--- src/rtl/alu_arbiter.sv ---
// ---------------------------------------------------------------------------
// alu_arbiter
//
// Shares one external combinational ALU between two requesters.
//   req 0 : main execute path
//   req 1 : address-generation / CSR helper
// A request is granted in IDLE and its op/operands are latched. The ALU sees
// them for one EXEC cycle, and the result and flags are captured at the end of
// that cycle. They are then returned to the owning requester in RESP until
// that requester accepts them.
// Sequence: IDLE -> EXEC -> RESP -> IDLE. A response is valid two cycles
// after the accept edge, so at most one operation completes every three cycles.
//
// Ports
//   clk                     clock, rising edge
//   arstn                   synchronous active-low reset
//   i_req_valid_0/1         request valid
//   o_req_ready_0/1         request accepted when valid & ready
//   i_req_op_0/1            ALU operation code
//   i_req_src1_0/1          operand 1
//   i_req_src2_0/1          operand 2
//   o_rsp_valid_0/1         response valid (owner only)
//   i_rsp_ready_0/1         response accepted by requester
//   o_rsp_result            captured ALU result (shared)
//   o_rsp_flags             captured {overflow, zero, negative, carry}
//   o_alu_control           to ALU operation select
//   o_alu_src_1/2           to ALU operands
//   i_alu_result            from ALU result
//   i_alu_overflow/zero/negative/carry   ALU flags
//   o_busy                  high whenever not IDLE
//
// Build option
//   ALU_ARB_FIXED_PRIO_EN   when defined, requester 0 always wins contention
//                           and no round-robin pointer exists. When undefined
//                           (the default), a round-robin pointer alternates
//                           the winner.
// ---------------------------------------------------------------------------
module alu_arbiter #(
  parameter int DATA_WIDTH    = 32,
  parameter int CONTROL_WIDTH = 4
) (
  input  logic                     clk,
  input  logic                     arstn,
  input  logic                     i_req_valid_0,
  input  logic                     i_req_valid_1,
  output logic                     o_req_ready_0,
  output logic                     o_req_ready_1,
  input  logic [CONTROL_WIDTH-1:0] i_req_op_0,
  input  logic [CONTROL_WIDTH-1:0] i_req_op_1,
  input  logic [DATA_WIDTH-1:0]    i_req_src1_0,
  input  logic [DATA_WIDTH-1:0]    i_req_src1_1,
  input  logic [DATA_WIDTH-1:0]    i_req_src2_0,
  input  logic [DATA_WIDTH-1:0]    i_req_src2_1,
  output logic                     o_rsp_valid_0,
  output logic                     o_rsp_valid_1,
  input  logic                     i_rsp_ready_0,
  input  logic                     i_rsp_ready_1,
  output logic [DATA_WIDTH-1:0]    o_rsp_result,
  output logic [3:0]               o_rsp_flags,
  output logic [CONTROL_WIDTH-1:0] o_alu_control,
  output logic [DATA_WIDTH-1:0]    o_alu_src_1,
  output logic [DATA_WIDTH-1:0]    o_alu_src_2,
  input  logic [DATA_WIDTH-1:0]    i_alu_result,
  input  logic                     i_alu_overflow,
  input  logic                     i_alu_zero,
  input  logic                     i_alu_negative,
  input  logic                     i_alu_carry,
  output logic                     o_busy
);

  typedef enum logic [1:0] {
    IDLE = 2'd0,
    EXEC = 2'd1,
    RESP = 2'd2
  } state_t;

  state_t                   state_q, state_d;
  logic [CONTROL_WIDTH-1:0] op_q, op_d;
  logic [DATA_WIDTH-1:0]    src1_q, src1_d;
  logic [DATA_WIDTH-1:0]    src2_q, src2_d;
  logic [DATA_WIDTH-1:0]    result_q, result_d;
  logic [3:0]               flags_q, flags_d;
  logic                     owner_q, owner_d;

  logic [1:0] req_valid;
  logic [1:0] rsp_ready;
  logic [1:0] rsp_valid;
  logic       prio_sel;    // winner when both requesters are valid
  logic       grant_sel;   // index of the requester granted this cycle
  logic       accept;      // a request handshake happens this cycle
  logic       rsp_fire;    // the owner accepts the response this cycle

  assign req_valid = {i_req_valid_1, i_req_valid_0};
  assign rsp_ready = {i_rsp_ready_1, i_rsp_ready_0};

`ifdef ALU_ARB_FIXED_PRIO_EN
  assign prio_sel = 1'b0;
`else
  logic rr_ptr_q, rr_ptr_d;
  assign prio_sel = rr_ptr_q;
`endif

  // The grant is combinational in IDLE. A single valid requester always wins.
  // Readies are gated by reset so nothing handshakes while reset is held.
  assign grant_sel = (&req_valid) ? prio_sel : req_valid[1];
  assign accept    = arstn && (state_q == IDLE) && (|req_valid);
  assign rsp_fire  = (state_q == RESP) && rsp_ready[owner_q];

  assign o_req_ready_0 = accept && !grant_sel;
  assign o_req_ready_1 = accept &&  grant_sel;

  // A response is shown only to its owner and is suppressed during reset,
  // so an operation interrupted by reset never produces a response.
  for (genvar gi = 0; gi < 2; gi++) begin : g_rsp_valid
    assign rsp_valid[gi] = arstn && (state_q == RESP) && (owner_q == 1'(gi));
  end

  assign o_rsp_valid_0 = rsp_valid[0];
  assign o_rsp_valid_1 = rsp_valid[1];
  assign o_rsp_result  = result_q;
  assign o_rsp_flags   = flags_q;

  // The ALU is always driven from the latched registers. Its inputs stay
  // stable across EXEC and RESP.
  assign o_alu_control = op_q;
  assign o_alu_src_1   = src1_q;
  assign o_alu_src_2   = src2_q;
  assign o_busy        = (state_q != IDLE);

  always_comb begin
    state_d  = state_q;
    op_d     = op_q;
    src1_d   = src1_q;
    src2_d   = src2_q;
    result_d = result_q;
    flags_d  = flags_q;
    owner_d  = owner_q;
`ifndef ALU_ARB_FIXED_PRIO_EN
    rr_ptr_d = rr_ptr_q;
`endif
    case (state_q)
      IDLE: begin
        if (accept) begin
          op_d    = grant_sel ? i_req_op_1   : i_req_op_0;
          src1_d  = grant_sel ? i_req_src1_1 : i_req_src1_0;
          src2_d  = grant_sel ? i_req_src2_1 : i_req_src2_0;
          owner_d = grant_sel;
          state_d = EXEC;
        end
      end
      EXEC: begin
        // The ALU outputs are sampled in this cycle only.
        result_d = i_alu_result;
        flags_d  = {i_alu_overflow, i_alu_zero, i_alu_negative, i_alu_carry};
        state_d  = RESP;
      end
      RESP: begin
        if (rsp_fire) begin
          state_d  = IDLE;
`ifndef ALU_ARB_FIXED_PRIO_EN
          // The requester just served gets lower priority next time.
          rr_ptr_d = ~owner_q;
`endif
        end
      end
      default: state_d = IDLE;
    endcase
  end

  always_ff @(posedge clk) begin
    if (!arstn) begin
      state_q  <= IDLE;
      op_q     <= '0;
      src1_q   <= '0;
      src2_q   <= '0;
      result_q <= '0;
      flags_q  <= '0;
      owner_q  <= 1'b0;
`ifndef ALU_ARB_FIXED_PRIO_EN
      rr_ptr_q <= 1'b0;
`endif
    end else begin
      state_q  <= state_d;
      op_q     <= op_d;
      src1_q   <= src1_d;
      src2_q   <= src2_d;
      result_q <= result_d;
      flags_q  <= flags_d;
      owner_q  <= owner_d;
`ifndef ALU_ARB_FIXED_PRIO_EN
      rr_ptr_q <= rr_ptr_d;
`endif
    end
  end

endmodule

--- config.mk ---
export PLATFORM = sky130hd
export DESIGN_NAME = alu_arbiter
export DESIGN_NICKNAME = d
export VERILOG_FILES = /design/src/rtl/alu_arbiter.sv
export SDC_FILE = /design/constraint.sdc
export NUM_CORES = 1
export LEC_CHECK = 0
export CAP_MARGIN = 15
export CELL_PAD_IN_SITES_DETAIL_PLACEMENT = 1
export CELL_PAD_IN_SITES_GLOBAL_PLACEMENT = 1
export CORE_ASPECT_RATIO = 0.6
export CORE_MARGIN = 1.5
export CORE_UTILIZATION = 30
export CTS_BUF_LIST = sky130_fd_sc_hd__clkbuf_8 sky130_fd_sc_hd__clkbuf_16
export CTS_CLUSTER_SIZE = 30
export DETAILED_ROUTE_END_ITERATION = 8
export MAX_ROUTING_LAYER = met4
export PLACE_DENSITY_LB_ADDON = 0.1
export SLEW_MARGIN = 10
export SYNTH_ARGS = -nofsm -noshare
export SYNTH_HDL_FRONTEND = slang
export SYNTH_SLANG_ARGS = --single-unit
--- constraint.sdc ---
create_clock -name clk -period 3.96 [get_ports clk]
set_clock_uncertainty 0.2 [all_clocks]
set_input_delay 0.792 -clock clk [delete_from_list [all_inputs] [get_ports clk]]
set_output_delay 0.792 -clock clk [all_outputs]
set_load 0.005 [all_outputs]
==> impl_results.md <==
* Syn Area/Cell at 9.12 um^2
* Synth area leader: dfxtp_1
* Worst min-delay path class: flop to flop
* Cell Pwr Density at 353 nW/um^2
* Routability cong. at 0.838
* Top-area cell type share of the netlist area at 40.5%
* DIE AREA at 18,600 um^2
* Via count at 5,516
* Syn Nets at 764
* Overall global routing resource usage at 22.7%
* Pin count of the biggest net entering global routing at 85
* Crit path kind: input pin to primary output
* Status: finished, final reports clean
* Kind of end point of the critical path: primary output
* Initial DRT Pass Iterations at 4
* Post-CTS Setup Inserts at 0
* Nets at 1,000
* Area delta synth->final at 59.8%
* CORE AREA at 17,300 um^2
* Seq/Total Area, Yosys at 40.5%
* Footprint of the multi-input gates at 2830 um^2
* Final-layout fill cell count at 1,971
* VDD IR max at 0.173 mV
* DRT antenna net count at 0
* Number of vias per cell at 5.19
* WL per Instance at 19.7 um
* Fin Setup TNS at 0 ns
* Register area at 2160 um^2
* 1st-iter DRT viols at 290
* Crit Path Max Fanout at 5
* # placed instances at 1,045
* Initial Util at 30.9%
* Worst Tran Pin Value at 1.22 ns
* Die Y at 106 um
* Worst R2R Setup Slack at 1.59 ns
* PostCTS Resize Cnt at 0
* Final Non-Filler Cells at 1,063
* Max Clk Rate at 287 MHz
* Endpoints failing hold at 0
* Lkg Pwr at 2.74 nW
* Final setup viols at 0
* Cells after synthesis at 586
* WL final at 20.9 mm
* Placed Area at 8250 um^2
* Synth warn at 0
* H-tree depth at 3
* Util after Layout at 49.5%
* Period Utilization, post-route at 88.0%
* Register bit total from synthesis at 108
* WP data arrival at 2.49 ns
* Total gr overflow at 0
* Post-synth cell types at 22
* RSZ-0062 raised after global routing: false
* Boundary Pins at 287
* Vias in the first global route at 5,833
* Final worst path period need at 3.48 ns
* Slew HR at 18.9%
* Row cnt at 37
* CP required at 2.97 ns
* Root Driver: clkbuf_16
* Cts hold-fix bufs at 0
* Clock-pin slew on the worst setup and hold paths at 0.08 ns
* Post-Syn Area at 5340 um^2
* Slew Viols, Final at 0
* PortBufs at 286
* Max Root-Sink Buffers at 2
* CTS buffer count at 9
* Share of layout cells above drive strength 1 at 12.3%
* Setup crit start kind: input pin
* Num Clock Sinks at 108
* Global-route wire length before repair at 32.1 mm
* Post-DP HPWL at 14.2 mm
* Hold slack at 0.260 ns
* Max cap viols at 0
* Chip width at 175 um
* Initial antenna violation count at 2
* CTS tree: built
* Synth top area cells: dfxtp_1, a311oi_2, a21oi_1
* DRC violations left at 0
* Clock latency at the later pin of the worst-skew pair at 0.35 ns
* Finished Cell Area at 8540 um^2
cells by family (layout without fill, tap and decap cells):
kind of cell           after synthesis  after routing  share of synthesized area [%]
other                                0              2                              0
multiplexers                         1              1                          0.187
AND/OR/NAND/NOR                    154            154                           16.4
AO/OA/AOI/OAI                      247            247                           36.1
flip-flops                         108            108                           40.5
buffers and inverters               76            317                           6.86
per-stage QoR:
stage / worst slack (ns) / total power [mW]
floorplan: 1.21 / 1.68
global placement: 0.496 / 2.12
detailed placement: 0.498 / 2.15
CTS: 0.495 / 3.05
global route: 0.422 / 3.17
finish: 0.476 / 3.01
flip-flops by register name, summed over array words and instances, names as in the netlist:
register and flops:
o_alu_src_1 32, o_alu_src_2 32, o_rsp_result 32, o_alu_control 4
o_rsp_flags 4, state_q 2, owner_q 1, prio_sel 1
cell usage after synthesis (all sizes together):
master / n
nand2b: 1
nor3b: 1
nand3b: 70
and3: 1
nand2: 73
a311oi: 68
dfxtp: 108
or2: 2
inv: 4
o21a: 2
clkbuf: 49
a21oi: 108
and2: 1
nor2b: 3
a21bo: 1
mux2i: 1
o21ai: 68
buf: 23
nor2: 2
critical path, stage by stage:
cell,delay (ns)
clkdlybuf4s50_1,0.59
nor3b_4,0.26
and2_4,0.17
o21a_1,0.11
clkdlybuf4s50_1,0.57
metal layers:
metal	track usage (%)	up-vias	wire [um]
met4	7.08	0	400
met2	36.8	198	9780
met3	6.69	26	1540
li1	-	2628	-
met1	27.3	2664	9180
met5	-	-	0
final cells by class:
type	count	area share (%)
clock buffer	11	2.96
clock inverter	5	0.395
tap	234	3.43
inverter	4	0.205
multi-input combinational	402	33.1
sequential	108	25.3
antenna	2	0.0586
timing repair buffer	297	34.6
final timing paths:
kind	from	end	cells past startpoint
worst max-delay path	arstn	o_req_ready_0	5
worst min-delay path	o_rsp_result[8]	o_rsp_result[8]	2
worst max register to register	state_q[1]	o_alu_src_1[9]	4
worst min register to register	o_rsp_result[8]	o_rsp_result[8]	2
power breakdown:
part           switching (mW)  leakage [nW]  internal (mW)
clock                   0.428         0.144          0.464
sequential             0.0570         0.888           1.18
combinational           0.399          1.71          0.482
cell usage in the layout (no fill, tap or decap), drive strengths merged, types with 3 or more instances in the layout:
cell type      count
buf               12
inv                7
clkbuf            11
a311oi            68
dfxtp            108
a21oi            108
nand3b            70
nor2b              3
nand2             73
o21ai             68
clkdlybuf4s50    285
No activity file was read; power rests on OpenSTA's default activity.
